## src/rtl/vt_pkg.sv

```systemverilog
// Shared Varshamov-Tenengolts helpers used by both the encoder and the decoder.
// This package holds the position map, the checksum width helpers and the
// parameter legality check.
package vt_pkg;

    // Positions are 1-based. Parity positions are the powers of two.
    function automatic bit is_parity_pos(input int i);
        return (i > 0) && ((i & (i - 1)) == 0);
    endfunction

    // Position of the j-th data bit (0-based j). It counts the non-power-of-two
    // positions in ascending order. The j-th one always lies below 2*j+4.
    function automatic int data_pos(input int j);
        int count;
        int result;
        count  = 0;
        result = 0;
        for (int pos = 1; pos <= 2 * j + 4; pos++) begin
            if (!is_parity_pos(pos)) begin
                if ((count == j) && (result == 0)) begin
                    result = pos;
                end
                count++;
            end
        end
        return result;
    endfunction

    // floor(log2(v)) for v >= 1.
    function automatic int floor_log2(input int v);
        int r;
        r = 0;
        for (int t = v; t > 1; t = t >> 1) begin
            r++;
        end
        return r;
    endfunction

    // Width needed to hold the raw weighted sum, which is at most n(n+1)/2.
    function automatic int checksum_width(input int n);
        return $clog2(n * (n + 1) / 2 + 1);
    endfunction

    // Width needed to hold a residue modulo n+1.
    function automatic int syndrome_width(input int n);
        return $clog2(n + 1);
    endfunction

    // Checks the code geometry and the residue value.
    // The data bits must fit beside the parity bits. The parity positions
    // must be able to reach every residue. The residue a must lie in 0..n.
    function automatic bit params_legal(input int n, input int k, input int a);
        int fl;
        fl = floor_log2(n);
        return (n >= 3) && (k >= 1) && (k <= n - (fl + 1)) &&
               (n + 1 <= (1 << (fl + 1))) && (a >= 0) && (a <= n);
    endfunction

endpackage

```

## src/rtl/vt_syndrome.sv

```systemverilog
// VT checksum: s = (sum of i * word[i-1] for i = 1..n) mod (n+1).
// The encoder uses this block as well as the decoder.
// The modulo uses a constant divisor only. The block is purely combinational.
module vt_syndrome
    import vt_pkg::*;
#(
    parameter int n = 10
) (
    input  logic [n-1:0]                 word,
    output logic [syndrome_width(n)-1:0] s
);

    localparam int SW = checksum_width(n);
    localparam int YW = syndrome_width(n);
    localparam logic [SW-1:0] MODULUS = SW'(n + 1);

    logic [SW-1:0] raw_sum;

    // Weighted sum of set positions. Masking the weights instead of using an
    // if statement lets X on the input reach the result.
    always_comb begin
        raw_sum = '0;
        for (int i = 1; i <= n; i++) begin
            raw_sum = raw_sum + (SW'(i) & {SW{word[i-1]}});
        end
    end

    assign s = YW'(raw_sum % MODULUS);

endmodule

```

## src/rtl/vt_decoder.sv

```systemverilog
// Registered single-codeword VT decoder.
// It checks the checksum of the received word against SYNDROME_VAL. It can
// repair one 1->0 error, extracts the k systematic bits, and registers the
// result, so latency is one cycle.
// Optional feature macro: VT_ASYM_CORRECT_EN (enables single 1->0 correction).
// Without the macro the block only detects errors and extracts the raw data.
module vt_decoder
    import vt_pkg::*;
#(
    parameter int k            = 5,
    parameter int n            = 10,
    parameter int SYNDROME_VAL = 0
) (
    input  logic         clk,
    input  logic         rst_n,
    input  logic [n-1:0] data_in,
    output logic [k-1:0] original,
    output logic         good_syndrome
);

    localparam int YW = syndrome_width(n);
    localparam logic [YW-1:0] RESIDUE = YW'(SYNDROME_VAL);

    logic [YW-1:0] s;
    logic          match;
    logic [n-1:0]  corrected;
    logic [k-1:0]  extracted;
    logic          unused_corrected;

    // Reject illegal code geometries during elaboration.
    if (!params_legal(n, k, SYNDROME_VAL)) begin : g_illegal_params
        $error("vt_decoder: illegal parameter combination n/k/SYNDROME_VAL");
    end

    vt_syndrome #(
        .n(n)
    ) u_syndrome (
        .word(data_in),
        .s   (s)
    );

    assign match = (s == RESIDUE);

`ifdef VT_ASYM_CORRECT_EN
    localparam logic [YW:0] MOD_EXT = (YW + 1)'(n + 1);

    logic [YW:0]   diff;
    logic [YW-1:0] p;

    // Compute the error position p = (a - s) mod (n+1).
    // Both a and s lie in 0..n, so one conditional subtract is enough.
    always_comb begin
        diff = {1'b0, RESIDUE} + MOD_EXT - {1'b0, s};
        if (diff >= MOD_EXT) begin
            diff = diff - MOD_EXT;
        end
        p = diff[YW-1:0];
    end

    // When the checksum is off, set position p back to 1.
    // OR-ing means a bit that is already 1 stays as it is.
    // p = 0 only occurs when s equals a, so no position is touched then.
    always_comb begin
        corrected = data_in;
        for (int i = 1; i <= n; i++) begin
            corrected[i-1] = data_in[i-1] | (~match & (p == YW'(i)));
        end
    end
`else
    assign corrected = data_in;
`endif

    // Pick the k data bits from the non-power-of-two positions.
    // Parity and spare positions are dropped here.
    for (genvar j = 0; j < k; j++) begin : g_extract
        localparam int POS = data_pos(j);
        assign extracted[j] = corrected[POS-1];
    end

    assign unused_corrected = ^corrected;

    // Output registers. Asynchronous reset clears both outputs at once.
    always_ff @(posedge clk or negedge rst_n) begin
        if (!rst_n) begin
            original      <= '0;
            good_syndrome <= 1'b0;
        end else begin
            original      <= extracted;
            good_syndrome <= match;
        end
    end

endmodule

```

## config.mk

```make
export PLATFORM = sky130hd
export DESIGN_NAME = vt_decoder
export DESIGN_NICKNAME = d
export VERILOG_FILES = /design/src/rtl/vt_pkg.sv /design/src/rtl/vt_syndrome.sv /design/src/rtl/vt_decoder.sv
export SDC_FILE = /design/constraint.sdc
export NUM_CORES = 1
export LEC_CHECK = 0
export CAP_MARGIN = 20
export CORE_MARGIN = 10
export CORE_UTILIZATION = 35
export CTS_CLUSTER_SIZE = 24
export DETAILED_ROUTE_END_ITERATION = 10
export PLACE_DENSITY_LB_ADDON = 0.2
export SETUP_SLACK_MARGIN = 0.3
export SLEW_MARGIN = 20
export SYNTH_ARGS = -nofsm -noshare
export SYNTH_HDL_FRONTEND = slang
export SYNTH_SLANG_ARGS = --single-unit
```

## constraint.sdc

```tcl
create_clock -name clk -period 0.9 [get_ports clk]
set_input_delay 0.135 -clock clk [delete_from_list [all_inputs] [get_ports clk]]
set_output_delay 0.135 -clock clk [all_outputs]
set_load 0.01 [all_outputs]
```

---- Word-level counts from Yosys, hierarchy flattened ----
Index checks and enable logic that the tools add are counted.
storage, ports and cells
  output and inout port bits .............. 6
  flip-flop bits (word level) ............. 6
  word-level logic and storage cells ...... 13
cells by class
  divide/modulo/power cells ............... 1
  reductions and logical operators ........ 1
  add/sub/neg operators ................... 9
operators by type and width
  operator             count
  $add 6x3->6          4
  $add 6x4->6          3
  $add 6x2->6          1
  $mod 6x4->6 const B  1
  $logic_not 4->1      1
  $add 1x2->3          1

---- Longest topological paths before layout ----
  depth in word-level cells ............... 11
  mapped depth ............................ 23

---- Hierarchy ----
Synthesis repeated with hierarchy kept, for this count alone.
unflattened totals
  cells, all modules ...................... 106
  area total of the unflattened synthesis .. 1094.8 um^2
by module, submodules not included
  module       sequential area each (um^2)  area each (um^2)  times used  cells each
  vt_syndrome  0.0                          932.1             1           99
  vt_decoder   150.1                        162.7             1           7

---- Worst setup path after synthesis ----
Ideal clock, no wire load.
  path type ............................... input port to flip-flop
  start ................................... input data_in[0]
  end ..................................... register good_syndrome
  data arrival time ....................... 4.766 ns
  path slack .............................. -3.952 ns
  cell stages on the path ................. 20
  path through ............................ fa_1 > inv_1 > fa_1 > fa_1 > fa_1 > xnor2_2 > ha_1 > nor2b_1 > mux2_2 > or3_1 > nand2_1 > ha_1 > inv_1 > a311oi_2 > or2_4 > mux2_2 > ha_1 > o21ai_2 > a211o_1 > a32oi_1
on the way
  longest elaborated chain between the ends .. 11
RTL lines
  item                       RTL line           text
  start, declared            vt_decoder.sv:16   input logic [n-1:0] data_in,
  $add 1x2->3                vt_syndrome.sv:24  raw_sum = raw_sum + (SW'(i) & {SW{word[i-1]}});
  $add 6x2->6                vt_syndrome.sv:24
  $add 6x3->6 (4 in series)  vt_syndrome.sv:24
  $add 6x4->6 (3 in series)  vt_syndrome.sv:24
  $mod 6x4->6                vt_syndrome.sv:28  assign s = YW'(raw_sum % MODULUS);
  $logic_not 4->1            vt_decoder.sv:42   assign match = (s == RESIDUE);
  named net match            vt_decoder.sv:25   logic match;
  end signal, assigned       vt_decoder.sv:89   good_syndrome <= match;
  end, declared              vt_decoder.sv:18   output logic good_syndrome
The timed path passes the listed nets, and every way through them passes these cells.

---- Final worst setup path ----
Ends and elaborated chain as after synthesis.

==> impl_metrics.tcl <==
set metrics [dict create \
    status "finished with violations" \
    violations "setup timing" \
    io_buffers 17 \
    worst_hold_startpoint "data_in[4]" \
    grt_max_degree 7 \
    h-tree-depth 1 \
    drv_slew 0 \
    drive_above_1_share_pct 54.3 \
    netlist.area_leader.share_pct 17.6 \
    via_count 1043 \
    clock-sinks 6 \
    ys_ff_latch 6 \
    clkTransAtPathRegs_ns 0.04 \
    fmax_ghz 0.220 \
    synth_nets 140 \
    yosys.cell_count.top_type "inv_1" \
    synth_seq_area_share_pct 14.7 \
    critPathKind "primary input to register" \
    dp_cells 196 \
    wl_per_cell_um 14.4 \
    route.detailed.drc 0 \
    ir_worst_vdd_mv 4.50 \
    dr.pass1.iters 6 \
    critPathLaunchType "primary input" \
    clockBufferDepth 2 \
    crit_start "data_in[0]" \
    syn_inst 111 \
    syn2layout_area_growth_pct 69.8 \
    tns_ns -3.65 \
    place_congestion 0.811 \
    setup_viol 1 \
    synth_ff_type "dfrtp_1" \
    grt_pass1_wl_mm 5.07 \
    p_per_area_nw_per_um2 3870 \
    timing.final.crit_period_ns 4.55 \
    grt_pass1_vias 1156 \
    hp-class "primary input to register" \
    grt-ovfl-total 0 \
    power.leakage_nw 0.844 \
    max_cap_viol_count 0 \
    cp.arrival_ns 4.70 \
    via_per_inst 5.06 \
    num-fill-cells 243 \
    final_cells 206 \
    core_area_um2 2780 \
    cts_hold_buf 0 \
    die_w_um 74.0 \
    seq_area_um2 150 \
    ios 18 \
    rsz0062_at_grt "yes" \
    diodes 0 \
    finalNetCount 206 \
    synth_cell_types 39 \
    fin_util_pct 62.4 \
    multi_input_area_um2 970 \
    die_h_um 74.0 \
    yosys.area.top_type "fa_1" \
    relSlewSlack_pct 65.6 \
    cts_made_buffers 3 \
    worstMarginPinSlew_ns 0.512 \
    layout_setup_ws_ns -3.65 \
    cts_tree "yes" \
    die_area_um2 5480 \
    power.total_mw 6.72 \
    track_usage_pct 11.5 \
    synth_edf_count 0 \
    final.period_utilization_pct 505 \
    cts_root_buf "clkbuf_4" \
    ys_warn_count 0 \
    post-dp-hpwl_mm 2.45 \
    cp-end-kind "register" \
    avgSynthCellArea_um2 9.21 \
    hold_viol_final 0 \
    path_max_fanout 5 \
    synth.area.top_cells "fa_1 (18%), dfrtp_1 (15%), ha_1 (9.8%)" \
    wl_mm 2.97 \
    async_flop_share_pct 100 \
    rows 19 \
    antenna_left 0 \
    antenna_found_initial 0 \
    netlist_area_um2 1020 \
    critPathRequiredTime_ns 1.06 \
    yosys-top-cells-count "inv_1 (21), fa_1 (9), ha_1 (8), nor2_1 (8), dfrtp_1 (6)" \
    drtIter0Drc 21 \
    start_util_pct 36.8 \
]
-- cell type report --
type / count / share of cell area, %
inverter: 21 / 4.69
tap: 31 / 2.24
timing repair buffer: 61 / 27.3
sequential: 6 / 8.65
multi-input combinational: 84 / 55.9
clock buffer: 3 / 1.30
-- sequential cells by signal (all words and copies together), names as in the netlist --
name,flops
original,5
good_syndrome,1
-- per-stage QoR --
step           area [µm²]  hold WS (ns)  setup WS [ns]
3_3_place_gp         1540         0.383          -4.45
6_report             1740        0.0465          -3.65
5_1_grt              1740        0.0344          -3.87
4_1_cts              1700        0.0404          -3.68
3_5_place_dp         1540         0.395          -4.47
2_1_floorplan        1050        -0.161          -3.85
-- worst max-delay path, stage by stage --
cell,delay [ns]
buf_6,0.09
fa_1,0.52
inv_1,0.05
fa_1,0.45
fa_2,0.39
fa_2,0.43
xnor2_4,0.22
ha_4,0.18
nor2_2,0.03
mux2_4,0.27
or3_4,0.36
nand2_4,0.08
ha_4,0.14
inv_4,0.04
a311oi_4,0.30
buf_4,0.18
o31ai_4,0.06
a22oi_4,0.27
o21ai_4,0.10
a211o_1,0.26
a32oi_1,0.15
-- placed cells by master (no fill, tap or decap), types with 2 or more instances in the layout --
cell	count
ha_4	4
dfrtp_1	6
fa_2	2
ha_1	4
o21ai_0	3
clkbuf_4	3
nand2_1	4
inv_1	17
nand3_2	2
nand3_1	2
buf_4	44
a21oi_4	2
a21oi_1	3
dlygate4sd2_1	4
buf_2	6
nand4b_1	2
or3_1	2
xnor2_1	2
and2_4	2
mux2_4	3
nor2_1	7
buf_6	2
clkdlybuf4s50_1	4
nand3b_1	2
o21ai_1	2
nor2b_1	2
inv_2	3
fa_1	7
-- layer usage --
layer	up-vias	global-route usage, %	share of wire [%]
li1	512	-	-
met1	507	11.9	38
met2	20	22.3	57
met3	4	2.26	3.3
met4	0	3.93	1.4
met5	-	0	0
-- final timing paths --
kind                                 end  slack [ns]  cells after the start
max in group asynchronous    original[3]        0.55                      1
setup / recovery           good_syndrome       -3.65                     21
hold / removal               original[1]        0.05                      1
min in group asynchronous    original[4]        0.14                      1
-- cell families (layout without fill, tap and decap cells) --
kind of cell             Yosys count  after routing  share of synthesized area [%]
AO/OA/AOI/OAI                     26             26                           23.0
XOR/XNOR                           4              4                           4.16
adder cells (fa/ha/maj)           17             17                           27.4
buffers and inverters             21             85                           7.71
flip-flops                         6              6                           14.7
multiplexers                       3              3                           3.30
AND/OR/NAND/NOR                   34             34                           19.7
-- power by group --
part           internal (mW)  switching, mW  total (mW)
sequential             0.295        0.00560       0.301
clock                  0.150         0.0901       0.240
combinational           3.28           2.89        6.17
total                   3.73           2.99        6.72
-- timing repair --
item | in CTS | in global routing
gates resized for setup | 68 | 8
setup endpoints to repair | 8 | 7
hold endpoints to repair | 0 | 0
pin swaps | 25 | 17
setup buffers | 7 | 0
Note: power is estimated with default switching activity, not from simulation.
